### config.mk
export PLATFORM = sky130hd
export DESIGN_NAME = s7_disp_arbiter
export DESIGN_NICKNAME = d
export VERILOG_FILES = /design/src/rtl/s7_pkg.sv /design/src/rtl/s7_rr_pick.sv /design/src/rtl/s7_disp_arbiter.sv
export SDC_FILE = /design/constraint.sdc
export NUM_CORES = 1
export LEC_CHECK = 0
export CAP_MARGIN = 10
export CELL_PAD_IN_SITES_DETAIL_PLACEMENT = 1
export CELL_PAD_IN_SITES_GLOBAL_PLACEMENT = 2
export CORE_AREA = 8 8 105 107
export DETAILED_ROUTE_END_ITERATION = 6
export DIE_AREA = 0 0 113 115
export PLACE_DENSITY_LB_ADDON = 0.1
export SYNTH_ARGS = -nofsm -noshare
export SYNTH_HDL_FRONTEND = slang
export SYNTH_SLANG_ARGS = --single-unit
### constraint.sdc
create_clock -name i_clk -period 3.9 [get_ports i_clk]
set_clock_uncertainty 0.05 [all_clocks]
set_input_delay 0.39 -clock i_clk [delete_from_list [all_inputs] [get_ports i_clk]]
set_output_delay 0.39 -clock i_clk [all_outputs]
set_load 0.01 [all_outputs]
### src/rtl/s7_pkg.sv
// Shared definitions for the s7 seven-segment display blocks.
package s7_pkg;

  localparam int DIGIT_W    = 4;
  localparam logic [DIGIT_W-1:0] BCD_MAX = 4'd9;

  // Widest BCD word the validity helper accepts (16 digits); narrower words are zero-padded.
  localparam int WORD_MAX_W = 64;

  typedef logic [1:0] arb_state_t;

  localparam arb_state_t IDLE    = 2'd0;
  localparam arb_state_t SHOW    = 2'd1;
  localparam arb_state_t RELEASE = 2'd2;

  function automatic logic bcd_word_invalid(input logic [WORD_MAX_W-1:0] word);
    logic bad;
    bad = 1'b0;
    for (int i = 0; i < WORD_MAX_W / DIGIT_W; i++) begin
      if (word[i*DIGIT_W +: DIGIT_W] > BCD_MAX) bad = 1'b1;
    end
    return bad;
  endfunction

endpackage

### src/rtl/s7_rr_pick.sv
// Combinational round-robin picker: first active request at or after i_ptr, wrapping modulo N.
module s7_rr_pick #(
  parameter int N     = 3,
  parameter int IDX_W = (N > 1) ? $clog2(N) : 1
) (
  input  logic [N-1:0]     i_req,
  input  logic [IDX_W-1:0] i_ptr,
  output logic             o_valid,
  output logic [IDX_W-1:0] o_idx
);

  logic [2*N-1:0] rot_req;
  logic [IDX_W:0] sum;

  always_comb begin
    rot_req = {i_req, i_req} >> i_ptr;
    sum     = '0;
    o_valid = 1'b0;
    o_idx   = '0;
    for (int i = 0; i < N; i++) begin
      if (!o_valid && rot_req[i]) begin
        o_valid = 1'b1;
        sum     = {1'b0, i_ptr} + (IDX_W+1)'(i);
        if (sum >= (IDX_W+1)'(N)) sum = sum - (IDX_W+1)'(N);
        o_idx   = sum[IDX_W-1:0];
      end
    end
  end

endmodule

### src/rtl/s7_disp_arbiter.sv
// Round-robin owner of a shared s7_display: one requester holds the BCD word for a fixed window.
//
// state   | meaning
// IDLE    | nobody owns the display; arbitrate on any active request
// SHOW    | owner's word is shown live; counts down the hold window
// RELEASE | one-cycle gap: grant cleared, done pulsed, pointer advanced
module s7_disp_arbiter
  import s7_pkg::*;
#(
  parameter int DIS_NUM  = 4,
  parameter int REQ_NUM  = 3,
  parameter int HOLD_CNT = 1000
) (
  input  logic                         i_clk,
  input  logic                         i_rst,
  input  logic [REQ_NUM-1:0]           i_req,
  input  logic [REQ_NUM*DIS_NUM*4-1:0] i_bcd_data,
  output logic [REQ_NUM-1:0]           o_grant,
  output logic [REQ_NUM-1:0]           o_done,
  output logic [DIS_NUM*4-1:0]         o_bcd_data,
  output logic                         o_bcd_err,
  output logic                         o_busy
);

  localparam int WORD_W = DIS_NUM * DIGIT_W;
  localparam int IDX_W  = (REQ_NUM > 1) ? $clog2(REQ_NUM) : 1;
  localparam int CNT_W  = $clog2(HOLD_CNT);

  arb_state_t         state_q, state_d;
  logic [REQ_NUM-1:0] grant_q, grant_d;
  logic [REQ_NUM-1:0] done_q, done_d;
  logic [WORD_W-1:0]  bcd_q, bcd_d;
  logic               err_q, err_d;
  logic [IDX_W-1:0]   rr_ptr_q, rr_ptr_d;
  logic [IDX_W-1:0]   owner_q, owner_d;
  logic [CNT_W-1:0]   cnt_q, cnt_d;

  logic               pick_valid;
  logic [IDX_W-1:0]   pick_idx;
  logic [WORD_W-1:0]  owner_word;
  logic [WORD_W-1:0]  win_word;
  logic [REQ_NUM-1:0] win_onehot;
  logic               owner_req;

  s7_rr_pick #(
    .N     (REQ_NUM),
    .IDX_W (IDX_W)
  ) u_pick (
    .i_req   (i_req),
    .i_ptr   (rr_ptr_q),
    .o_valid (pick_valid),
    .o_idx   (pick_idx)
  );

  always_comb begin
    owner_word = '0;
    win_word   = '0;
    win_onehot = '0;
    owner_req  = 1'b0;
    for (int k = 0; k < REQ_NUM; k++) begin
      if (owner_q == IDX_W'(k)) begin
        owner_word = i_bcd_data[k*WORD_W +: WORD_W];
        owner_req  = i_req[k];
      end
      if (pick_idx == IDX_W'(k)) begin
        win_word      = i_bcd_data[k*WORD_W +: WORD_W];
        win_onehot[k] = 1'b1;
      end
    end
  end

  always_comb begin
    state_d  = state_q;
    grant_d  = grant_q;
    done_d   = '0;
    bcd_d    = bcd_q;
    rr_ptr_d = rr_ptr_q;
    owner_d  = owner_q;
    cnt_d    = cnt_q;
    case (state_q)
      IDLE: begin
        if (pick_valid) begin
          state_d = SHOW;
          owner_d = pick_idx;
          grant_d = win_onehot;
          bcd_d   = win_word;
          cnt_d   = CNT_W'(HOLD_CNT - 1);
        end
      end
      SHOW: begin
        bcd_d = owner_word;
        // Terminal count and early release share one exit, so done pulses once.
        if (cnt_q == '0 || !owner_req) begin
          state_d  = RELEASE;
          grant_d  = '0;
          done_d   = grant_q;
          rr_ptr_d = (owner_q == IDX_W'(REQ_NUM - 1)) ? '0 : owner_q + 1'b1;
        end else begin
          cnt_d = cnt_q - 1'b1;
        end
      end
      RELEASE: begin
        state_d = IDLE;
      end
      default: begin
        state_d = IDLE;
        grant_d = '0;
      end
    endcase
  end

  // Flag derived from the word being loaded so the two registers stay aligned.
  assign err_d = bcd_word_invalid(WORD_MAX_W'(bcd_d));

  always_ff @(posedge i_clk or posedge i_rst) begin
    if (i_rst) begin
      state_q  <= IDLE;
      grant_q  <= '0;
      done_q   <= '0;
      bcd_q    <= '0;
      err_q    <= 1'b0;
      rr_ptr_q <= '0;
      owner_q  <= '0;
      cnt_q    <= '0;
    end else begin
      state_q  <= state_d;
      grant_q  <= grant_d;
      done_q   <= done_d;
      bcd_q    <= bcd_d;
      err_q    <= err_d;
      rr_ptr_q <= rr_ptr_d;
      owner_q  <= owner_d;
      cnt_q    <= cnt_d;
    end
  end

  assign o_grant    = grant_q;
  assign o_done     = done_q;
  assign o_bcd_data = bcd_q;
  assign o_bcd_err  = err_q;
  assign o_busy     = (state_q != IDLE);

endmodule

==> results of run 1 <==
[cells in the mapped netlist, drive strengths merged]
master	n
nand4bb	1
or3	1
dfrtp	39
nor4	2
ha	5
o21ai	30
a311o	1
xor2	3
a22o	1
nor2b	2
o2bb2ai	1
nand2	34
a21o	1
clkbuf	11
a221oi	4
a21oi	18
a32oi	4
a2111o	1
mux2i	27
a22oi	7
o221ai	1
xnor2	4
a221o	3
nand4b	2
or4b	1
and2	4
or3b	1
nor3b	1
and4	1
buf	5
mux2	9
nand3	8
o31ai	1
nand3b	3
inv	14
a31oi	4
nor3	3
o21a	2
nor2	25
o311ai	1
[flip-flops by register name, indices dropped and copies added (netlist names)]
| register | cells |
|---|---|
| o_bcd_data | 16 |
| o_bcd_err | 1 |
| rr_ptr_q | 2 |
| o_done | 3 |
| state_q | 2 |
| cnt_q | 10 |
| owner_q | 2 |
| o_grant | 3 |
[logic make-up after synthesis]
kind of cell               count (synthesis)  share of synthesized area
buffers and inverters                     30                    0.05304
and+or+nand+nor                           89                     0.1698
adders and majority gates                  5                    0.02433
AOI/OAI and AO/OA                         80                     0.2034
DFF                                       39                     0.3796
xor gates and xnor gates                   7                    0.02384
muxes                                     36                     0.1460
[worst max path at each step]
| stage | start | cells past startpoint | endpoint | slack [ps] |
|---|---|---|---|---|
| final | i_req[0] | 9 | o_bcd_err$_DFF_PP0_ | 570 |
| after global routing | i_req[0] | 9 | o_bcd_err$_DFF_PP0_ | 420 |
| after CTS | i_req[0] | 9 | o_bcd_err$_DFF_PP0_ | 570 |
| after detailed placement | i_req[0] | 9 | o_bcd_err$_DFF_PP0_ | 280 |
| after global placement | i_req[0] | 9 | o_bcd_err$_DFF_PP0_ | 310 |
| after floorplan | rr_ptr_q[0]$_DFFE_PP0P_ | 9 | o_bcd_err$_DFF_PP0_ | 920 |
[final cells by class]
| class | count | share of cell area |
|---|---|---|
| timing repair buffer | 86 | 0.2356 |
| tap | 114 | 0.04021 |
| clock inverter | 1 | 0.001411 |
| sequential | 39 | 0.2751 |
| clock buffer | 7 | 0.02152 |
| multi-input combinational | 217 | 0.4113 |
| inverter | 14 | 0.01481 |
[where the power goes]
part | leakage (uW) | switching (uW) | internal (uW)
clock | 0.0000422 | 154 | 126
sequential | 0.000466 | 133 | 552
combinational | 0.000934 | 884 | 742
[worst max-delay path, delay by kind of cell]
family	cells	cell delay, ps
AOI/OAI and AO/OA	4	1070
muxes	1	310
buffers and inverters	1	570
and+or+nand+nor	3	1110
[layout by cell type, fill, tap and decap left out, types with 3 or more instances in the layout]
cell | netlist | layout
a21oi_1 | 17 | 17
a221oi_1 | 4 | 4
a22oi_1 | 7 | 7
a31oi_1 | 4 | 4
a32oi_1 | 3 | 3
and2_1 | 4 | 4
buf_4 | 2 | 10
clkbuf_8 | 0 | 5
clkdlybuf4s50_1 | 0 | 76
dfrtp_1 | 39 | 39
ha_1 | 5 | 5
inv_1 | 14 | 14
mux2_2 | 8 | 8
mux2i_1 | 27 | 27
nand2_1 | 32 | 32
nand3_1 | 8 | 8
nand3b_1 | 3 | 3
nor2_1 | 24 | 24
nor3_1 | 3 | 3
o21ai_0 | 26 | 26
o21ai_1 | 3 | 3
xnor2_1 | 4 | 4
xor2_1 | 3 | 3
[stage by stage]
step | setup WS [ps] | util
4_1_cts | 572.0 | 0.3750
3_3_place_gp | 305.8 | 0.3664
6_report | 566.8 | 0.3750
5_1_grt | 417.2 | 0.3750
2_1_floorplan | 921.0 | -
3_5_place_dp | 279.8 | 0.3664
[per-layer routing]
| metal | global-route usage | wire length [um] | vias up |
|---|---|---|---|
| met5 | 0 | 0 | - |
| met4 | 0.03108 | 94 | 0 |
| met3 | 0.03256 | 446 | 9 |
| met2 | 0.2353 | 4286 | 61 |
| met1 | 0.1787 | 4233 | 1201 |
| li1 | - | - | 1182 |
==> run summary, run 1 <==
Post-Syn Area = 2571 um^2
fin crit period = 3333 ps
CTS Buf Count = 5
postcts setup bufs = 0
Yosys warning count = 0
Worst path slowest cell = clkdlybuf4s50_1
hold-critical path depth = 1
Diodes inserted = 0
Pre-antenna DRT Iters = 4
Initial DRC Count = 71
Via Count = 2453
Yosys top cell area share = 0.3796
Pins Over Slew Limit = 0
clock sinks = 39
final hold vios = 0
H-tree Lvls = 2
DR WL/cell = 18.95 um
Final Instance Area = 3547 um^2
fin crit share = 0.8547
post-CTS sizing = 0
row count = 36
Die ar. = 13000 um^2
# IOs = 77
peak supply drop = 0.2238 mV
WHS Endpoint = cnt_q[0]$_DFFE_PP0P_
outcome = finished clean
leakage dissipation = 0.001442 uW
Max Buffers Root-to-Sink = 2
placed cell areas = 3466 um^2
gpl congestion = 0.7621
Startpoint Class = input pin
crit-path max FO = 11
Worst Max-Slew Pin Slew = 780.9 ps
crit-path cells = clkdlybuf4s50_1 -> or4b_1 -> a31oi_1 -> o21ai_2 -> nand2_4 -> mux2_4 -> a221o_1 -> or3b_1 -> a2111o_1
final setup fails = 0
I/O Buffers = 76
max-cap violation count = 0
vias in the first global route = 2670
synth top area cells = dfrtp_1 (38%), mux2i_1 (11%), o21ai_0 (5.1%), nand2_1 (4.7%), mux2_2 (3.5%)
required time worst endpoint = 4020 ps
Die Span Y = 115 um
min-delay worst type = reg2reg
Mapped Cells = 286
Root Buffer = clkbuf_8
final std cells w/o fill = 478
Total GRT Usage = 0.1401
setup_tns = 0 ps
share of cells above drive strength 1 = 0.09341
synth unique cells = 51
post-layout power = 2590 uW
largest net degree at the start of global routing = 40
Setup CP Type = in2reg
Vias per Instance = 5.132
RR Startpoint = rr_ptr_q[1]$_DFFE_PP0P_
hold slack = 462.1 ps
R2R Setup Slk = 710 ps
CTS tree = built
worst r2r dst = o_bcd_err$_DFF_PP0_
first-pass GRT wire length = 14510 um
# DRC = 0
die width = 113 um
clk_lat worst skew = 300 ps
Starting Density = 0.2718
Achievable Freq = 300.0 MHz
pwr dens = 730.2 nW/um^2
r2r worst-path depth = 8
Setup crit end kind = flip-flop
FF+latch area = 975.9 um^2
DRT Wirelength = 9060 um
dpl hpwl = 6777 um
Worst-path clk slew = 80 ps
cell taking the most area after synthesis = dfrtp_1
Hold-fix buffers, CTS = 0
antenna-violating nets left = 0
Synth Area per Inst = 8.990 um^2
grt ovf = 0
Area Overhead vs Synth = 37.96%
post-placement cell count = 470
filler instances = 1113
sequential area share after synthesis = 0.3796
Final nets = 421
Critical Path AT = 3460 ps
Core Area = 9459 um^2
area of the multi-input gates = 1459 um^2
Slew HR = 0.4759
initial antenna violation count = 0
critical path's largest stage delay = 570 ps
RSZ-0062 raised after global routing = no
Hold Crit Start = cnt_q[0]$_DFFE_PP0P_
register bit total from synthesis = 39
Mapped Nets = 344
Note: power is estimated with default switching activity, not from simulation.
==> inputs of run 2 (changes only) <==
--- a/config.mk
+++ b/config.mk
@@ -7,11 +7,13 @@
 export LEC_CHECK = 0
 export CAP_MARGIN = 10
 export CELL_PAD_IN_SITES_DETAIL_PLACEMENT = 1
-export CELL_PAD_IN_SITES_GLOBAL_PLACEMENT = 2
-export CORE_AREA = 8 8 105 107
+export CELL_PAD_IN_SITES_GLOBAL_PLACEMENT = 1
+export CORE_AREA = 8 8 95 97
 export DETAILED_ROUTE_END_ITERATION = 6
-export DIE_AREA = 0 0 113 115
+export DIE_AREA = 0 0 103 105
 export PLACE_DENSITY_LB_ADDON = 0.1
+export SKIP_CTS_REPAIR_TIMING = 1
+export SLEW_MARGIN = 20
 export SYNTH_ARGS = -nofsm -noshare
 export SYNTH_HDL_FRONTEND = slang
 export SYNTH_SLANG_ARGS = --single-unit
==> run 2 against run 1 <==
Clock power grew 8.2%. Maximum frequency is 0.95% lower. Combinational power about the same. Count of clock-buffer cells in the layout increased by 1. Non-clock buffer count down 1. Via count is 1.6% higher. Worst hold slack worse by 9.3 ps. Critical path type unchanged.
==> run summary, run 2 (synthesized netlist as in run 1, its figures left out) <==
outcome = finished clean (unchanged)
peak supply drop = 0.2513 mV (was 0.2238 mV)
Final nets = 420 (was 421)
Core Area = 7527 um^2 (was 9459 um^2)
r2r worst-path depth = 8 (unchanged)
CTS tree = built (unchanged)
Slew HR = 0.4078 (was 0.4759)
clock sinks = 39 (unchanged)
I/O Buffers = 76 (unchanged)
Levels on crit path = 9 (unchanged)
Worst path slowest cell = clkdlybuf4s50_1 (unchanged)
Critical Path AT = 3480 ps (was 3460 ps)
largest net degree at the start of global routing = 22 (was 40)
Pins Over Slew Limit = 0 (unchanged)
required time worst endpoint = 4020 ps (about the same)
Worst Max-Slew Pin Slew = 887.3 ps (was 780.9 ps)
min-delay worst type = reg2reg (unchanged)
crit-path cells = clkdlybuf4s50_1 -> or4b_1 -> a31oi_1 -> o21ai_2 -> nand2_4 -> mux2_4 -> a221o_1 -> or3b_1 -> a2111o_1 (unchanged)
pre-CTS WS = 238.3 ps (was 279.8 ps)
antenna-violating nets left = 0 (unchanged)
Die ar. = 10820 um^2 (was 13000 um^2)
row count = 32 (was 36)
clk_lat worst skew = 280 ps (was 300 ps)
Worst Path Buf+Inv = 1 (unchanged)
share of cells above drive strength 1 = 0.09366 (was 0.09341)
initial antenna violation count = 0 (unchanged)
Setup crit end kind = flip-flop (unchanged)
vias in the first global route = 2778 (was 2670)
gpl congestion = 0.7827 (was 0.7621)
CTS Buf Count = 5 (unchanged)
setup_tns = 0 ps (unchanged)
H-tree Lvls = 2 (unchanged)
die width = 103 um (was 113 um)
dpl hpwl = 6605 um (was 6777 um)
Starting Density = 0.3416 (was 0.2718)
Total GRT Usage = 0.1714 (was 0.1401)
most frequent cells in the layout = clkdlybuf4s50_1 (76), dfrtp_1 (39), nand2_1 (32), mux2i_1 (27), o21ai_0 (26) (unchanged)
RR Startpoint = rr_ptr_q[0]$_DFFE_PP0P_ (was rr_ptr_q[1]$_DFFE_PP0P_)
max-cap violation count = 0 (unchanged)
Achievable Freq = 297.2 MHz (was 300.0 MHz)
worst setup path startpoint = i_req[0] (unchanged)
critical path's largest stage delay = 570 ps (about the same)
most common cell after layout, fill and taps aside = clkdlybuf4s50_1 (unchanged)
Diodes inserted = 0 (unchanged)
CP delay by family, top = simple AND/OR/NAND/NOR gates (unchanged)
max FFs per register = 16 (unchanged)
fin crit share = 0.8628 (was 0.8547)
Hold Crit Start = cnt_q[0]$_DFFE_PP0P_ (unchanged)
DRT Wirelength = 8946 um (was 9060 um)
R2R Setup Slk = 710 ps (about the same)
Max Buffers Root-to-Sink = 2 (unchanged)
# DRC = 0 (unchanged)
Root Buffer = clkbuf_8 (unchanged)
grt ovf = 0 (unchanged)
# IOs = 77 (unchanged)
first-pass GRT wire length = 14780 um (was 14510 um)
final worst setup slack = 535.0 ps (was 566.8 ps)
crit-path max FO = 11 (unchanged)
Initial DRC Count = 99 (was 71)
RSZ-0062 raised after global routing = no (unchanged)
Area Overhead vs Synth = 37.81% (was 37.96%)
Vias per Instance = 5.361 (was 5.132)
Worst-path clk slew = 80 ps (about the same)
worst r2r dst = o_bcd_err$_DFF_PP0_ (unchanged)
Via Count = 2493 (was 2453)
capture point of the worst path = o_bcd_err$_DFF_PP0_ (unchanged)
pwr dens = 737.1 nW/um^2 (was 730.2 nW/um^2)
leakage dissipation = 0.001446 uW (was 0.001442 uW)
DR WL/cell = 19.24 um (was 18.95 um)
Die Span Y = 105 um (was 115 um)
fin crit period = 3365 ps (was 3333 ps)
Startpoint Class = input pin (unchanged)
Pre-antenna DRT Iters = 4 (unchanged)
final hold vios = 0 (unchanged)
Setup CP Type = in2reg (unchanged)
final setup fails = 0 (unchanged)
-- run 2: per-stage QoR --
step / total power [uW] / utilization / instances / hold slack (ps) / area, um^2
2_1_floorplan: 1682 / - / 286 / 412.1 / 2571
4_1_cts: 2639 / 0.4707 / 465 / 455.1 / 3543
3_3_place_gp: 2295 / 0.4574 / 457 / 436.3 / 3443
3_5_place_dp: 2321 / 0.4574 / 457 / 442.7 / 3443
6_report: 2612 / 0.4707 / 465 / 452.8 / 3543
5_1_grt: 2811 / 0.4707 / 465 / 487.9 / 3543
-- run 2: layout make-up --
class	instances	area (um^2)
Multi-Input combinational cell	217	1459
Timing Repair Buffer	85	828.3
Tap cell	102	127.6
Sequential cell	39	975.9
Clock buffer	8	100.1
Inverter	14	52.55
Fill cell	930	3984
-- run 2: worst min path at each step --
stage | slack (ps) | cells after the start | to
4_1_cts | 460 | 1 | cnt_q[0]$_DFFE_PP0P_
3_5_place_dp | 440 | 1 | cnt_q[0]$_DFFE_PP0P_
3_3_place_gp | 440 | 1 | cnt_q[0]$_DFFE_PP0P_
2_1_floorplan | 410 | 1 | cnt_q[0]$_DFFE_PP0P_
5_1_grt | 490 | 2 | cnt_q[9]$_DFFE_PP0P_
6_report | 450 | 1 | cnt_q[0]$_DFFE_PP0P_
-- run 2: routing by layer --
metal / up-vias / part of all wire / track usage
li1: 1181 / - / -
met1: 1237 / 0.46 / 0.2211
met2: 69 / 0.47 / 0.2754
met3: 6 / 0.054 / 0.03915
met4: 0 / 0.013 / 0.05067
met5: - / 0 / 0
-- run 2: where the power goes --
| part | internal [uW] | total, uW | leakage [uW] | switching, uW |
|---|---|---|---|---|
| sequential | 552 | 713 | 0.000466 | 161 |
| combinational | 735 | 1600 | 0.000929 | 862 |
| clock | 162 | 303 | 0.0000515 | 141 |
| total | 1450 | 2610 | 0.00145 | 1160 |
-- run 2: worst reg2reg max path, stage by stage (launching register included) --
cell	delay, ps
dfrtp_1	500
or4b_1	560
a31oi_1	250
o21ai_2	120
nand2_4	170
mux2_4	320
a221o_1	310
or3b_1	390
a2111o_1	410
==> inputs of run 3 (changes only) <==
--- a/config.mk
+++ b/config.mk
@@ -13,6 +13,7 @@
 export DIE_AREA = 0 0 103 105
 export PLACE_DENSITY_LB_ADDON = 0.1
 export SKIP_CTS_REPAIR_TIMING = 1
+export SKIP_LAST_GASP = 1
 export SLEW_MARGIN = 20
 export SYNTH_ARGS = -nofsm -noshare
 export SYNTH_HDL_FRONTEND = slang
==> results of run 3 <==
No change in the layout: final DEF, timing and power equal those of run 2.
